### config.mk
export PLATFORM = sky130hd
export DESIGN_NAME = ram_rr_arbiter
export DESIGN_NICKNAME = d
export VERILOG_FILES = /design/src/rtl/ram_rr_arbiter.sv
export SDC_FILE = /design/constraint.sdc
export NUM_CORES = 1
export LEC_CHECK = 0
export BUFFER_PORTS_ARGS = -buffer_cell sky130_fd_sc_hd__buf_4
export CORE_ASPECT_RATIO = 1.1
export CORE_MARGIN = 3
export CORE_UTILIZATION = 46
export DETAILED_ROUTE_END_ITERATION = 6
export GPL_ROUTABILITY_DRIVEN = 0
export PLACE_DENSITY = 0.79
export SLEW_MARGIN = 10
export SYNTH_ARGS = -nofsm -noshare
export SYNTH_HDL_FRONTEND = slang
export SYNTH_SLANG_ARGS = --single-unit
### constraint.sdc
create_clock -name clk -period 1.92 [get_ports clk]
set_input_delay 0.096 -clock clk [delete_from_list [all_inputs] [get_ports clk]]
set_output_delay 0.096 -clock clk [all_outputs]
set_load 0.01 [all_outputs]
### src/rtl/ram_rr_arbiter.sv
// ram_rr_arbiter
//   Two-port round-robin arbiter/sequencer that is the sole master of a
//   single-port RAM with registered read data. Each requester holds req with a
//   stable command until it sees a one-cycle gnt. The block then drives exactly
//   one RAM strobe for one cycle. For a read, the RAM data is returned to the
//   winning port together with a one-cycle rvalid pulse.
//
// Ports
//   clk, rstn                        clock (posedge), asynchronous active-low reset
//   pN_req/pN_wr/pN_addr/pN_wdata    port N command (N = 0, 1)
//   pN_gnt                           1-cycle pulse: port N command accepted
//   pN_rvalid/pN_rdata               read return; rdata holds until the next port N read
//   ram_we/ram_re/ram_addr/ram_data_in   RAM strobes, address and write data
//   ram_data_out                     RAM read data, valid the cycle after ram_re is sampled
//   busy                             high whenever the sequencer is not IDLE
module ram_rr_arbiter #(
  parameter int ADDR_WIDTH = 4,
  parameter int DATA_WIDTH = 8
) (
  input  logic                  clk,
  input  logic                  rstn,
  input  logic                  p0_req,
  input  logic                  p0_wr,
  input  logic [ADDR_WIDTH-1:0] p0_addr,
  input  logic [DATA_WIDTH-1:0] p0_wdata,
  output logic                  p0_gnt,
  output logic                  p0_rvalid,
  output logic [DATA_WIDTH-1:0] p0_rdata,
  input  logic                  p1_req,
  input  logic                  p1_wr,
  input  logic [ADDR_WIDTH-1:0] p1_addr,
  input  logic [DATA_WIDTH-1:0] p1_wdata,
  output logic                  p1_gnt,
  output logic                  p1_rvalid,
  output logic [DATA_WIDTH-1:0] p1_rdata,
  output logic                  ram_we,
  output logic                  ram_re,
  output logic [ADDR_WIDTH-1:0] ram_addr,
  output logic [DATA_WIDTH-1:0] ram_data_in,
  input  logic [DATA_WIDTH-1:0] ram_data_out,
  output logic                  busy
);

  typedef enum logic [1:0] {IDLE, ISSUE, RD_WAIT} state_t;

  state_t                state, state_nxt;
  logic                  last_q, last_nxt;   // port granted most recently
  logic                  win_q, win_nxt;     // port owning the access in flight
  logic                  sel;
  logic                  p0_gnt_nxt, p1_gnt_nxt;
  logic                  p0_rvalid_nxt, p1_rvalid_nxt;
  logic [DATA_WIDTH-1:0] p0_rdata_nxt, p1_rdata_nxt;
  logic                  ram_we_nxt, ram_re_nxt;
  logic [ADDR_WIDTH-1:0] ram_addr_nxt;
  logic [DATA_WIDTH-1:0] ram_data_in_nxt;

  always_comb begin
    state_nxt       = state;
    last_nxt        = last_q;
    win_nxt         = win_q;
    sel             = 1'b0;
    p0_gnt_nxt      = 1'b0;
    p1_gnt_nxt      = 1'b0;
    p0_rvalid_nxt   = 1'b0;
    p1_rvalid_nxt   = 1'b0;
    p0_rdata_nxt    = p0_rdata;
    p1_rdata_nxt    = p1_rdata;
    ram_we_nxt      = 1'b0;
    ram_re_nxt      = 1'b0;
    ram_addr_nxt    = ram_addr;
    ram_data_in_nxt = ram_data_in;

    unique case (state)
      IDLE: begin
        if (p0_req || p1_req) begin
          // Under contention the port that did not win last time goes first.
          sel             = (p0_req && p1_req) ? ~last_q : p1_req;
          win_nxt         = sel;
          last_nxt        = sel;
          p0_gnt_nxt      = ~sel;
          p1_gnt_nxt      = sel;
          ram_we_nxt      = sel ? p1_wr : p0_wr;
          ram_re_nxt      = sel ? ~p1_wr : ~p0_wr;
          ram_addr_nxt    = sel ? p1_addr : p0_addr;
          ram_data_in_nxt = sel ? p1_wdata : p0_wdata;
          state_nxt       = ISSUE;
        end
      end
      ISSUE: begin
        // The strobes are registered, so ram_we still tells which command is in flight.
        state_nxt = ram_we ? IDLE : RD_WAIT;
      end
      RD_WAIT: begin
        if (win_q) begin
          p1_rdata_nxt  = ram_data_out;
          p1_rvalid_nxt = 1'b1;
        end else begin
          p0_rdata_nxt  = ram_data_out;
          p0_rvalid_nxt = 1'b1;
        end
        state_nxt = IDLE;
      end
      default: state_nxt = IDLE;
    endcase
  end

  always_ff @(posedge clk or negedge rstn) begin
    if (!rstn) begin
      state       <= IDLE;
      last_q      <= 1'b1;
      win_q       <= 1'b0;
      p0_gnt      <= 1'b0;
      p1_gnt      <= 1'b0;
      p0_rvalid   <= 1'b0;
      p1_rvalid   <= 1'b0;
      p0_rdata    <= '0;
      p1_rdata    <= '0;
      ram_we      <= 1'b0;
      ram_re      <= 1'b0;
      ram_addr    <= '0;
      ram_data_in <= '0;
      busy        <= 1'b0;
    end else begin
      state       <= state_nxt;
      last_q      <= last_nxt;
      win_q       <= win_nxt;
      p0_gnt      <= p0_gnt_nxt;
      p1_gnt      <= p1_gnt_nxt;
      p0_rvalid   <= p0_rvalid_nxt;
      p1_rvalid   <= p1_rvalid_nxt;
      p0_rdata    <= p0_rdata_nxt;
      p1_rdata    <= p1_rdata_nxt;
      ram_we      <= ram_we_nxt;
      ram_re      <= ram_re_nxt;
      ram_addr    <= ram_addr_nxt;
      ram_data_in <= ram_data_in_nxt;
      busy        <= (state_nxt != IDLE);
    end
  end

endmodule

* After elaboration in Yosys (flattened, before gate mapping)
Cells that the tools add are included.
Storage, ports and cells: flip-flop bits (word level) 39, bits of input ports 38, output and inout bits 35, logic and storage cells 48
Cells by class: equal/unequal tests 2, mux-type cells 20, bitwise operators 5, reduce and logical (&&, ||, !) cells 7
Operators by type and width (count):
- $mux 1 | 15
- $mux 8 | 1
- $reduce_and 2->1 | 3
- $not 1->1 | 5
- $mux 2 | 2
- $mux 4 | 1
- $pmux 2 s2 | 1
- $eq 2x1->1 const B | 1
- $eq 2x2->1 const B | 1
- $logic_not 2->1 | 1
- $reduce_bool 2->1 | 1
- $logic_and 1x1->1 | 1
- $logic_or 1x1->1 | 1

* Logic depth before layout (Yosys ltp)
word-level depth 5, depth in mapped cells 5, gate-level depth less buffers 3

* Worst setup path after synthesis
OpenSTA, ideal clock, no wires.
path type reg-to-reg, from register last_q, to register ram_addr[2], setup time 0.125 ns, data arrival time 1.399 ns, data required time 1.795 ns, path slack 0.397 ns, cell stages (with the launch flop) 6, path buffers 2, path through dfstp_2 -> a21bo_1 -> buf_6 -> buf_8 -> mux2_4 -> mux2_2
On the way: cells in the longest elaborated chain, start to end 3
Ends and longest elaborated chain:
- from (decl) | line 47 | logic last_q, last_nxt;
- from (signal assigned) | line 125 | last_q <= last_nxt;
- $not 1->1 | line 77 | sel = (p0_req && p1_req) ? ~last_q : p1_req;
- $mux 1 | line 77
- $mux 4 | line 84 | ram_addr_nxt = sel ? p1_addr : p0_addr;
- to (signal assigned) | line 135 | ram_addr <= ram_addr_nxt;
- to (decl) | line 38 | output logic [ADDR_WIDTH-1:0] ram_addr,
No other way between the ends. A chain may end at the register's enable or synchronous reset.

* Final worst setup path
from register last_q, to register ram_data_in[3]
On the way: cells in the longest elaborated chain, start to end 3
Ends and longest elaborated chain:
- $not 1->1 | line 77
- $mux 1 | line 77
- $mux 8 | line 85 | ram_data_in_nxt = sel ? p1_wdata : p0_wdata;
- to (signal assigned) | line 136 | ram_data_in <= ram_data_in_nxt;
- to (decl) | line 39 | output logic [DATA_WIDTH-1:0] ram_data_in,
No other way between the ends.

==> metrics.yaml <==
fillers: 220
grt_max_degree: 40
ys_ff_latch: 39
antenna_found_initial: 0
post_cts_buffers: 0
wl_per_cell_um: 14.7
syn-cell-area_um2: 1590
post_drt_via_cell_ratio: 4.92
layout_setup_ws_ns: 0.298
grt_overflow: 0
cp.required_ns: 2.15
clock_sinks: 39
synthFlopType: "dfrtp_1"
drt-pass1-iter-count: 4
ir_worst_vdd_mv: 0.891
ys_types: 20
async_flop_share: 1.00
path_class: "register to register"
synth-simple-area-share: 0.0339
cts_buffers: 5
multiInputGateArea_um2: 568
wl_met3_um: 301
leakagePower_nw: 1.17
portBuffers: 72
cap_violations: 0
drc: 0
crit_slowest_cell: "dfstp_2"
slew_violations: 0
finalPower_mw: 3.62
area_growth_syn_to_layout_pct: 49.2
finalSetupViolations: 0
synth.mux.area_fraction: 0.276
fmax_mhz: 617
worstPathCellList: "a21bo_1 -> buf_4 -> mux2_2 -> mux2_2"
wl_mm: 3.42
netlist_instances: 99
finalCritPeriodShare: 0.845
diodes: 0
coreArea_um2: 3180
synth_edf_count: 0
rsz0062_at_grt: "false"
die_area_um2: 4200
first_global_vias: 1201
status: "finished clean"
synth_top_family_by_area: "multiplexers"
wl_met1_mm: 1.25
clock_path_buffers: 2
grt_usage: 0.174
ff_latch_area_um2: 977
pin_count: 73
die_w_um: 62.0
h-tree-depth: 2
nets: 224
holdBufCountCts: 10
yosys.area_share.adder: 0
crit_arrival_ns: 1.85
synth_nets: 137
ant_nets: 0
finalHoldViolations: 0
wl_met2_mm: 1.82
synth_compound_area_frac: 0.0480
ys_seq_area_frac: 0.615
path_common_cell: "mux2_2"
maxSlewHeadroom: 0.441
vias: 1146
cts_resized: 0
critPathBufInv: 1
clkTransAtPathRegs_ns: 0.12
worst_setup_path_end_kind: "register"
synth_xor_area_frac: 0
place_worst_setup_slack_ns: 0.313
top_layer: "met4"
fp.dieH_um: 67.6
initial_utilization: 0.500
avgSynthCellArea_um2: 16.1
hpwl_mm: 2.47
grt_pass1_wl_mm: 5.24
cts_tree: "built"
max_stage_delay_ns: 0.55
setup_tns_ns: 0
drt_iter0_markers: 21
tightest_slew_ns: 0.838
min_period_ns: 1.62
root_buffer: "clkbuf_4"
startpoint_type: "register"
critical-path-top-delay-family: "multiplexers"
finalClockSkew_ns: 0.0131
drive_gt1_frac: 0.642
core.rowCount: 21
powerDensity_nw_per_um2: 1530
hp-class: "input port to register"
critPathMaxFanout: 15
yosysWarnings: 0
clk_latency_ns: 0.33
-- tightest hold or removal path, cell delays in order --
cell	delay, ns
buf_4	0.08
mux2i_1	0.06
nor2_1	0.08
-- cell usage after synthesis, types with 2 or more instances --
library cell	n	area, µm²
inv_1	2	7.51
nor3b_1	2	15.0
mux2_4	6	90.1
mux2_2	30	338
a21o_1	2	15.0
o2111a_1	2	22.5
nor2_1	2	7.51
a221o_1	2	20.0
dfrtp_1	38	951
buf_2	2	10.0
nor2b_1	2	12.5
-- kinds of logic after synthesis --
group | after synthesis
buffers and inverters | 6
and+or+nand+nor | 9
AOI/OAI and AO/OA | 8
muxes | 37
DFF | 39
-- layer usage --
metal	GRT usage	vias up
met5	0	-
met4	0.0637	0
met3	0.0554	5
met2	0.303	63
met1	0.195	550
li1	-	528
-- cell usage in the layout, fill, tap and decap left out --
cell type | Yosys | routed
nor2b_1 | 2 | 2
clkinvlp_4 | 0 | 1
mux2i_1 | 1 | 1
nor3_1 | 1 | 1
nor2_1 | 2 | 2
o21ai_2 | 1 | 1
inv_1 | 2 | 2
a221o_1 | 2 | 2
dfstp_2 | 1 | 1
clkbuf_4 | 0 | 5
nand2b_1 | 1 | 1
a21o_1 | 2 | 2
bufinv_16 | 0 | 2
dlygate4sd3_1 | 0 | 10
nand3b_1 | 1 | 1
a21bo_1 | 1 | 1
buf_4 | 0 | 74
mux2_2 | 30 | 30
o2111a_1 | 2 | 2
nor3b_1 | 2 | 2
mux2_4 | 6 | 6
dfrtp_1 | 38 | 38
-- layout make-up --
class                   instances  share of cell area
clock buffers                   5              0.0158
clock inverters                 3              0.0285
inverters                       2             0.00317
multi-input cells              54               0.240
flip-flops and latches         39               0.412
well taps                      46              0.0243
repair buffers                 84               0.277
-- worst paths after layout --
path | start | cells past startpoint | slack (ns) | to
worst max-delay path | last_q | 4 | 0.30 | ram_data_in[3]
worst min-delay path | p1_wr | 3 | 0.01 | ram_we
worst max register to register | last_q | 4 | 0.30 | ram_data_in[3]
worst min register to register | ram_we | 1 | 0.47 | state[1]
max in group asynchronous | rstn | 2 | 1.31 | last_q
min in group asynchronous | rstn | 2 | 0.26 | ram_data_in[7]
-- flip-flops by register name (all words and copies together), names as in the netlist --
register,cells
p0_rdata,8
p1_rdata,8
ram_data_in,8
ram_addr,4
state,2
busy,1
last_q,1
p0_gnt,1
p0_rvalid,1
p1_gnt,1
p1_rvalid,1
ram_re,1
ram_we,1
win_q,1
-- power by group --
part           total, mW  internal (mW)  leakage, nW  switching, mW
clock              0.660          0.405       0.0514          0.255
sequential          1.44           1.22        0.469          0.216
combinational       1.52          0.905        0.652          0.613
-- stage by stage --
stage,instance area (µm²),hold WS [ns],utilization,std cells
2_1_floorplan,1590,-0.200,-,99
3_3_place_gp,2170,0.0833,0.681,215
3_5_place_dp,2170,0.0898,0.681,215
4_1_cts,2370,0.00249,0.746,233
6_report,2370,0.0136,0.746,233
5_1_grt,2370,0.0125,0.746,233
Note: power is estimated with default switching activity, not from simulation.
